File: config.mk
export PLATFORM = sky130hd
export DESIGN_NAME = pc_src_predictor
export DESIGN_NICKNAME = d
export VERILOG_FILES = /design/src/rtl/pc_src_predictor.sv
export SDC_FILE = /design/constraint.sdc
export NUM_CORES = 1
export LEC_CHECK = 0
export ABC_CLOCK_PERIOD_IN_PS = 6700
export CORE_MARGIN = 2
export CORE_UTILIZATION = 45
export CTS_BUF_LIST = sky130_fd_sc_hd__clkbuf_4
export CTS_CLUSTER_DIAMETER = 120
export DETAILED_ROUTE_END_ITERATION = 16
export PLACE_DENSITY = 0.73
export SLEW_MARGIN = 10
export SYNTH_ARGS = -nofsm -noshare
export SYNTH_HDL_FRONTEND = slang
export SYNTH_SLANG_ARGS = --single-unit
File: constraint.sdc
create_clock -name clk -period 6.7 [get_ports clk]
set_input_delay 1.005 -clock clk [delete_from_list [all_inputs] [get_ports clk]]
set_output_delay 1.005 -clock clk [all_outputs]
set_load 0.01 [all_outputs]
File: src/rtl/pc_src_predictor.sv
// Control-transfer unit: jump/branch classification, 2-bit counter prediction,
// training at resolve, and a fixed-length pipeline flush on misprediction.
module pc_src_predictor #(
  parameter int         PC_WIDTH     = 16,
  parameter int         IDX_BITS     = 4,
  parameter logic [1:0] CTR_INIT     = 2'b01,
  parameter int         FLUSH_CYCLES = 2,
  parameter int         CNT_WIDTH    = 16
) (
  input  logic                 clk,
  input  logic                 rst,
  input  logic                 fetch_valid,
  input  logic [PC_WIDTH-1:0]  fetch_pc,
  input  logic [4:0]           fetch_opcode,
  output logic                 is_ctrl,
  output logic                 pred_taken,
  input  logic                 resolve_valid,
  input  logic [PC_WIDTH-1:0]  resolve_pc,
  input  logic [4:0]           resolve_opcode,
  input  logic                 resolve_taken,
  input  logic                 resolve_pred,
  output logic                 mispredict,
  output logic                 flush,
  output logic [CNT_WIDTH-1:0] ctrl_count,
  output logic [CNT_WIDTH-1:0] miss_count
);

  localparam int DEPTH = 1 << IDX_BITS;

  typedef enum logic {
    IDLE,
    FLUSH
  } state_t;

  state_t state, state_next;
  logic [3:0] down, down_next;
  logic [1:0] ctr [DEPTH];

  logic f_jump, f_branch;
  logic r_jump, r_branch, r_ctrl;
  logic [IDX_BITS-1:0] f_idx, r_idx;
  logic accept, miss;

  assign f_jump   = fetch_opcode[4:2] == 3'b001;
  assign f_branch = fetch_opcode[4:2] == 3'b011;
  assign r_jump   = resolve_opcode[4:2] == 3'b001;
  assign r_branch = resolve_opcode[4:2] == 3'b011;
  assign r_ctrl   = r_jump | r_branch;

  // pc[0] is ignored: instructions are 2-byte aligned
  assign f_idx = fetch_pc[IDX_BITS:1];
  assign r_idx = resolve_pc[IDX_BITS:1];

  assign is_ctrl = f_jump | f_branch;
  assign pred_taken = fetch_valid && (state == IDLE)
                   && (f_jump || (f_branch && ctr[f_idx][1]));

  assign accept = resolve_valid && r_ctrl && (state == IDLE);
  assign miss   = accept && (resolve_taken != resolve_pred);
  assign flush  = (state == FLUSH);

  always_ff @(posedge clk or posedge rst) begin
    if (rst) begin
      state <= IDLE;
      down  <= '0;
    end else begin
      state <= state_next;
      down  <= down_next;
    end
  end

  always_comb begin
    state_next = state;
    down_next  = down;
    unique case (state)
      IDLE: begin
        if (miss) begin
          state_next = FLUSH;
          down_next  = 4'(FLUSH_CYCLES);
        end
      end
      FLUSH: begin
        down_next = down - 4'd1;
        if (down == 4'd1) state_next = IDLE;
      end
      default: state_next = IDLE;
    endcase
  end

  always_ff @(posedge clk or posedge rst) begin
    if (rst) begin
      mispredict <= 1'b0;
      ctrl_count <= '0;
      miss_count <= '0;
    end else begin
      mispredict <= miss;
      if (accept && !(&ctrl_count))
        ctrl_count <= ctrl_count + 1'b1;
      if (miss && !(&miss_count))
        miss_count <= miss_count + 1'b1;
    end
  end

  // Only branches train; jumps are always predicted taken
  always_ff @(posedge clk or posedge rst) begin
    if (rst) begin
      for (int i = 0; i < DEPTH; i++)
        ctr[i] <= CTR_INIT;
    end else if (accept && r_branch) begin
      if (resolve_taken && ctr[r_idx] != 2'b11)
        ctr[r_idx] <= ctr[r_idx] + 2'b01;
      else if (!resolve_taken && ctr[r_idx] != 2'b00)
        ctr[r_idx] <= ctr[r_idx] - 2'b01;
    end
  end

endmodule

==> reports/results.tsv, run 1 <==
metric	value	unit
status	completed	
RR Endpoint	ctr[11]	
number of synthesized flops with an enable pin	0	
worst path cell trace	clkdlybuf4s50_1, mux4_2, mux4_2, ha_1, mux2i_1, nand4_1, nor3_1, mux2_2	
Post-DRT Antenna Nets	0	
I/O Pins	84	
CP max FO	18	
final setup margin	2.17	ns
Post-Place Setup Slack	1.72	ns
# diodes	0	
Hold Path Class	register to register	
slowest CP cell	clkdlybuf4s50_1	
Slew HR	0.213	
vias in the first global route	2520	
Netlist cell types	48	
initial drt markers	164	
critical path arrival	4.83	ns
# DRC	0	
worst path required time	7.01	ns
part of the cycle the worst path needs	0.675	
largest net degree at the start of global routing	71	
#FFs+latches synth	70	
Yosys warning total	0	
Core Region	7810	um^2
Die ar.	8920	um^2
clock insertion delay at the later pin of the skew report	0.42	ns
setup bufs post-CTS	0	
crit end category	register	
Layout area overhead	21.1	%
Final nets	418	
synthesized area	3680	um^2
die height	94.4	um
most frequent cells in the layout	clkdlybuf4s50_1 (55), dfrtp_1 (54), xnor2_1 (23)	
reg2reg setup slack	3.49	ns
post-CTS sizing	0	
Pwr Density	234	nW/um^2
largest delay contributor family on the critical path	multiplexers	
Final min period	4.53	ns
Max Clock Freq	0.221	GHz
drt wl/cell	15.4	um
CP peak stage delay	1.00	ns
Initial Util	0.471	
port bufs	55	
reg2reg path depth	7	
initial antenna violation count	0	
hold buffers post-CTS	0	
commonest non-fill, non-tap cell in the layout	clkdlybuf4s50_1	
WS Path Type	input port to register	
Worst Tran Pin Value	1.17	ns
RSZ-0062 raised after global routing	false	
CTS tree	done	
top_reg_cell synth	dfrtp_1	
Max Slew Vio Count	0	
RePlAce Congestion	0.828	
DR pass1 iterations	4	
global-route wire length before repair	12200	um
Total GRT Usage	0.177	
Clock Skew	0.0123	ns
Vias/cell	5.49	
total CTS buffers	9	
share of layout cells above drive strength 1	0.198	
Max Cap Viol	0	
CP bufs+invs	1	
Critical Path Source Type	input port	
Lkg Pwr	1.90	nW
syn avg cell area	12.0	um^2
final setup TNS	0	ns
Clock Tree Buf Depth	2	
DP HPWL	5190	um
Most common cell on crit path	mux4_2	
Hold Path Depth	1	
H-tree depth	3	
final hold viol count	0	
Post-Route WL	7280	um
ys async rst share	1.00	
clk sinks	70	
GRT overflow	0	
FP Rows	32	
sequential-to-total area share from yosys stat	0.481	
Mapped Nets	361	
Final Setup Violations	0	
VDD IR-drop max	169	uV
Syn Inst Count	307	
Worst-path clk slew	0.11	ns
Die Span X	94.4	um
Root Driver	clkbuf_4	
Vias	2588	
## cell families (layout without fill, tap and decap cells)
kind of cell	after synthesis	after routing	share of synthesized area
buf+inv	18	80	0.0255
compound gates	17	17	0.0299
mux	37	37	0.152
fa+ha+maj	6	6	0.0204
xor+xnor	44	44	0.105
simple gates	115	115	0.186
flops	70	70	0.481
## area by class of cell
type / count / area, um^2
Clock buffer: 9 / 67.6
Clock inverter: 7 / 88.8
Fill cell: 662 / 3350
Inverter: 8 / 30.0
Multi-Input combinational cell: 219 / 1810
Sequential cell: 70 / 1770
Tap cell: 102 / 128
Timing Repair Buffer: 56 / 558
## metrics by stage
step,hold WS [ns],util,area (um^2),power (W),instances
final,0.495,0.571,4460,0.00104,471
after global routing,0.507,0.571,4460,0.00111,471
after CTS,0.498,0.571,4460,0.00106,471
after detailed placement,0.479,0.551,4300,0.000756,455
after global placement,0.476,0.551,4300,0.000750,455
after floorplan,0.468,-,3680,0.000665,307
## power breakdown
group	total (W)	internal, W	switching, W
sequential	0.000534	0.000479	0.0000547
clock	0.000299	0.000149	0.000151
combinational	0.000212	0.000118	0.0000934
total	0.00104	0.000746	0.000299
## worst max-delay path by stage
stage	slack, ns	cells past startpoint	start	end
floorplan	2.95	9	resolve_pc[1]	ctr[11]
global placement	1.79	8	resolve_pc[1]	ctr[11]
detailed placement	1.72	8	resolve_pc[1]	ctr[11]
CTS	2.15	8	resolve_pc[1]	ctr[11]
global route	1.90	8	resolve_pc[1]	ctr[11]
finish	2.17	8	resolve_pc[1]	ctr[11]
## Yosys cell counts, types with 3 or more instances
library cell,n,area (um^2)
nor3_1,12,60.1
o31ai_1,3,22.5
nand2_1,17,63.8
xor2_1,21,184
clkbuf_1,3,11.3
nor4b_1,3,26.3
inv_1,7,26.3
and3_1,4,25.0
xnor2_1,23,201
nor4_1,6,37.5
mux2_2,19,214
dfrtp_1,54,1350
mux2i_1,4,40.0
buf_2,3,15.0
nand3b_1,4,30.0
dfstp_2,16,420
buf_6,3,33.8
nor2b_1,4,25.0
ha_1,6,75.1
nand3_1,21,105
nand4_1,13,81.3
mux4_2,13,293
nor2_1,14,52.6
a21oi_1,7,35.0
## per-layer routing
metal,up-vias,GRT usage,part of all wire
met5,-,0,0
met4,0,0.0700,0.015
met3,10,0.0423,0.032
met2,45,0.288,0.51
met1,1286,0.230,0.44
li1,1247,-,-
Note: power is estimated with default switching activity, not from simulation.
==> run 2, diff against run 1 <==
--- a/config.mk
+++ b/config.mk
@@ -5,7 +5,7 @@
 export SDC_FILE = /design/constraint.sdc
 export NUM_CORES = 1
 export LEC_CHECK = 0
-export ABC_CLOCK_PERIOD_IN_PS = 6700
+export ABC_CLOCK_PERIOD_IN_PS = 4200
 export CORE_MARGIN = 2
 export CORE_UTILIZATION = 45
 export CTS_BUF_LIST = sky130_fd_sc_hd__clkbuf_4
==> constraint.sdc (replaced) <==
create_clock -name clk -period 4.2 [get_ports clk]
set_input_delay 0.63 -clock clk [delete_from_list [all_inputs] [get_ports clk]]
set_output_delay 0.63 -clock clk [all_outputs]
set_load 0.01 [all_outputs]
==> reports/results.tsv, run 2 (synthesized netlist as in run 1, its figures left out) <==
metric	value	unit
global routing's busiest layer	met2	
GR Layer Usage met3	0.0495	
initial drt markers	114	
setup bufs post-CTS	0	
hold buffers post-CTS	0	
Worst Tran Pin Value	0.819	ns
largest net degree at the start of global routing	32	
switching share of total power	0.294	
vias in the first global route	2612	
Die Span X	94.4	um
DP HPWL	5570	um
critical path arrival	3.85	ns
fillers	659	
RR Endpoint	ctr[25]	
Comb pwr share	0.218	
Core Region	7810	um^2
Max Cap Viol	0	
Hold Path Class	register to register	
Post-Place Setup Slack	0.155	ns
Clock Tree Buf Depth	2	
Worst-path clk slew	0.11	ns
GRT overflow	0	
DR pass1 iterations	4	
clk sinks	70	
met2 GRT Util	0.308	
Die ar.	8920	um^2
Lkg Pwr	1.95	nW
port bufs	55	
most frequent cells in the layout	clkdlybuf4s50_1 (55), dfrtp_1 (54), xnor2_1 (22)	
FP Rows	32	
reg2reg setup slack	1.23	ns
Root Driver	clkbuf_4	
CTS tree	done	
status	completed	
Total GRT Usage	0.185	
# diodes	0	
Clock Skew	0.0133	ns
Sequential Power Share	0.527	
final hold viol count	0	
FF-to-FF Start	ctr[1]	
commonest non-fill, non-tap cell in the layout	clkdlybuf4s50_1	
switching pwr	0.000474	W
Initial Util	0.471	
H-tree depth	3	
VDD IR-drop max	225	uV
clock share of power	0.256	
post-CTS sizing	0	
Pwr Density	356	nW/um^2
Pint	0.00114	W
Critical Path Source Type	input port	
die height	94.4	um
global-route wire length before repair	12600	um
CP max FO	4	
clock insertion delay at the later pin of the skew report	0.42	ns
Post-DRT Antenna Nets	0	
Max Clock Freq	0.283	GHz
Slew HR	0.449	
RePlAce Congestion	0.840	
Max Slew Vio Count	0	
Final Setup Violations	0	
drt wl/cell	16.0	um
# DRC	0	
part of the cycle the worst path needs	0.841	
crit end category	register	
grt met1 use	0.237	
WS Path Type	input port to register	
reg2reg path depth	8	
worst path required time	4.51	ns
Vias	2678	
initial antenna violation count	0	
Final nets	429	
Layout area overhead	23.2	%
I/O Pins	84	
Vias/cell	5.56	
final setup margin	0.668	ns
total CTS buffers	9	
final setup TNS	0	ns
Hold Path Depth	1	
share of layout cells above drive strength 1	0.216	
Setup crit start	resolve_pc[2]	
RSZ-0062 raised after global routing	false	
Final min period	3.53	ns
Post-Route WL	7690	um
## run 2: power by group through the flow
stage          Sequential (W)  Clock (W)  Combinational [W]
5_1_grt              0.000866   0.000451           0.000394
2_1_floorplan        0.000854          0           0.000207
4_1_cts              0.000851   0.000423           0.000355
3_3_place_gp         0.000861          0           0.000340
6_report             0.000850   0.000413           0.000352
3_5_place_dp         0.000863          0           0.000352
## run 2: metal layers
layer / part of all wire / up-vias
li1: - / 1268
met1: 0.43 / 1329
met2: 0.50 / 69
met3: 0.054 / 12
met4: 0.014 / 0
met5: 0 / -
## run 2: area by class of cell
class	count	area (um^2)	area share
Multi-Input combinational cell	219	1820	0.402
Sequential cell	70	1770	0.391
Timing Repair Buffer	67	653	0.144
Tap cell	102	128	0.0282
Clock buffer	10	75.1	0.0166
Clock inverter	6	52.6	0.0116
Inverter	8	30.0	0.00663
## run 2: critical path, stage by stage
cell and delay [ns]:
clkdlybuf4s50_1 0.65, mux4_2 0.58, mux4_2 0.51, ha_1 0.23, mux2i_1 0.15, buf_4 0.17
nand4_1 0.20, nor3_1 0.35, mux2_2 0.37
## run 2: worst max-delay path by stage
stage / to / slack [ns] / cells past startpoint
CTS: ctr[1] / 0.57 / 7
floorplan: ctr[11] / 0.83 / 9
global placement: ctr[9] / 0.26 / 7
detailed placement: ctr[1] / 0.15 / 8
finish: ctr[25] / 0.67 / 9
global route: ctr[25] / 0.50 / 9
## run 2: metrics by stage
step / utilization / total power [W] / cells / instance area (um^2) / hold slack, ns
after floorplan: - / 0.00106 / 307 / 3680 / 0.468
after global placement: 0.563 / 0.00120 / 466 / 4400 / 0.477
after detailed placement: 0.563 / 0.00122 / 466 / 4400 / 0.477
final: 0.580 / 0.00161 / 482 / 4530 / 0.493
after global routing: 0.580 / 0.00171 / 482 / 4530 / 0.509
after CTS: 0.579 / 0.00163 / 482 / 4520 / 0.495
==> run 3, diff against run 2 <==
--- a/config.mk
+++ b/config.mk
@@ -5,7 +5,7 @@
 export SDC_FILE = /design/constraint.sdc
 export NUM_CORES = 1
 export LEC_CHECK = 0
-export ABC_CLOCK_PERIOD_IN_PS = 4200
+export ABC_CLOCK_PERIOD_IN_PS = 3300
 export CORE_MARGIN = 2
 export CORE_UTILIZATION = 45
 export CTS_BUF_LIST = sky130_fd_sc_hd__clkbuf_4
==> constraint.sdc (replaced) <==
create_clock -name clk -period 3.3 [get_ports clk]
set_input_delay 0.495 -clock clk [delete_from_list [all_inputs] [get_ports clk]]
set_output_delay 0.495 -clock clk [all_outputs]
set_load 0.01 [all_outputs]
==> reports/results.tsv, run 3 (synthesized netlist as in run 1, its figures left out) <==
metric	value	unit
global routing's busiest layer	met2	
Initial Util	0.471	
Critical Path Source Type	input port	
share of layout cells above drive strength 1	0.270	
vias in the first global route	2598	
Die Span X	94.4	um
total CTS buffers	9	
Placed Cells incl. Taps	482	
port bufs	55	
worst path required time	3.60	ns
Final Setup Violations	0	
DR pass1 iterations	5	
FP Rows	32	
RePlAce Congestion	0.848	
Pwr Density	447	nW/um^2
worst path cell trace	clkdlybuf4s50_1, buf_12, mux4_2, mux4_2, ha_1, mux2i_1, buf_4, buf_4, and4b_2, nand4_1, mux2_2	
initial antenna violation count	0	
status	completed	
Final nets	446	
DP HPWL	5700	um
Lkg Pwr	2.04	nW
Final min period	3.24	ns
Worst Tran Pin Value	0.855	ns
clock insertion delay at the later pin of the skew report	0.42	ns
largest delay contributor family on the critical path	multiplexers	
Max Slew Vio Count	0	
# DRC	0	
final hold viol count	0	
Clock Skew	0.0116	ns
hold buffers post-CTS	0	
initial drt markers	124	
Die ar.	8920	um^2
met2 GRT Util	0.296	
crit end category	register	
most frequent cells in the layout	dfrtp_1 (54), clkdlybuf4s50_1 (54), buf_4 (28)	
Vias/cell	5.48	
critical path arrival	3.54	ns
drt wl/cell	15.6	um
# diodes	0	
final setup TNS	0	ns
Post-Place Setup Slack	-0.465	ns
final std cells w/o fill	499	
Total GRT Usage	0.184	
Max Clock Freq	0.309	GHz
Layout area overhead	27.5	%
CTS tree	done	
grt met1 use	0.243	
Root Driver	clkbuf_4	
Core Region	7810	um^2
Vias	2733	
CP bufs+invs	4	
RSZ-0062 raised after global routing	true	
I/O Pins	84	
Max Cap Viol	0	
part of the cycle the worst path needs	0.982	
CP max FO	13	
die height	94.4	um
clk sinks	70	
WS Path Type	input port to register	
Slew HR	0.424	
H-tree depth	3	
Clock Tree Buf Depth	2	
global-route wire length before repair	12600	um
CP peak stage delay	0.53	ns
GR Layer Usage met3	0.0551	
Post-DRT Antenna Nets	0	
GRT overflow	0	
slowest CP cell	mux4_2	
Hold Path Class	input port to asynchronous set/reset pin	
Worst-path clk slew	0.11	ns
VDD IR-drop max	344	uV
largest net degree at the start of global routing	29	
Post-Route WL	7810	um
final setup margin	0.0606	ns
run 3: cell types whose count changed in the layout (fill, tap and decap cells not counted), moves of 2 or more:
cell,change
clkinv_1,-4
clkbuf_4,+2
clkinv_2,+2
buf_4,+17
nor3_2,+3
nor3_1,-3
run 3: area by class of cell:
class                   count  area [um^2]
clock buffers              12         90.1
fillers                   654         3120
inverters                   8         30.0
flip-flops and latches     70         1770
well taps                 102          128
clock inverters             4         47.5
multi-input cells         219         1840
repair buffers             84          783
run 3: timing repair:
item / 4_1_cts / 5_1_grt
setup endpoints to repair: 2 / 18
gates resized for setup: 2 / 5
pin swaps: 0 / 1
endpoints found under the hold margin: 0 / 0
setup buffers: 0 / 1
run 3: final timing paths:
kind | start | to | slack [ns] | cells past startpoint
max | resolve_pc[1] | ctr[5] | 0.06 | 11
max in group asynchronous | rst | miss_count[1] | 2.13 | 3
min reg2reg | register | register | 0.49 | 1
max reg2reg | ctr[1] | ctr[5] | 0.45 | 9
min | rst | ctrl_count[10] | 0.42 | 2
min in group clk | register | register | 0.49 | 1
run 3: metal layers:
layer / share of wire / routed length, um
met1: 0.45 / 3540
met2: 0.49 / 3850
met3: 0.041 / 318
met4: 0.013 / 100
met5: 0 / 0
run 3: power breakdown:
part	switching [W]	internal [W]	total [W]
registers	0.000114	0.000972	0.00109
clock network	0.000299	0.000255	0.000553
logic	0.000198	0.000257	0.000456
total	0.000611	0.00148	0.00210
run 3: metrics by stage:
stage          instance area, um^2  hold WS [ns]  power, W  utilization
2_1_floorplan                 3680         0.468   0.00135            -
3_3_place_gp                  4520         0.475   0.00154        0.579
3_5_place_dp                  4520         0.477   0.00156        0.579
4_1_cts                       4660         0.412   0.00211        0.597
5_1_grt                       4690         0.440   0.00222        0.601
6_report                      4690         0.417   0.00210        0.601
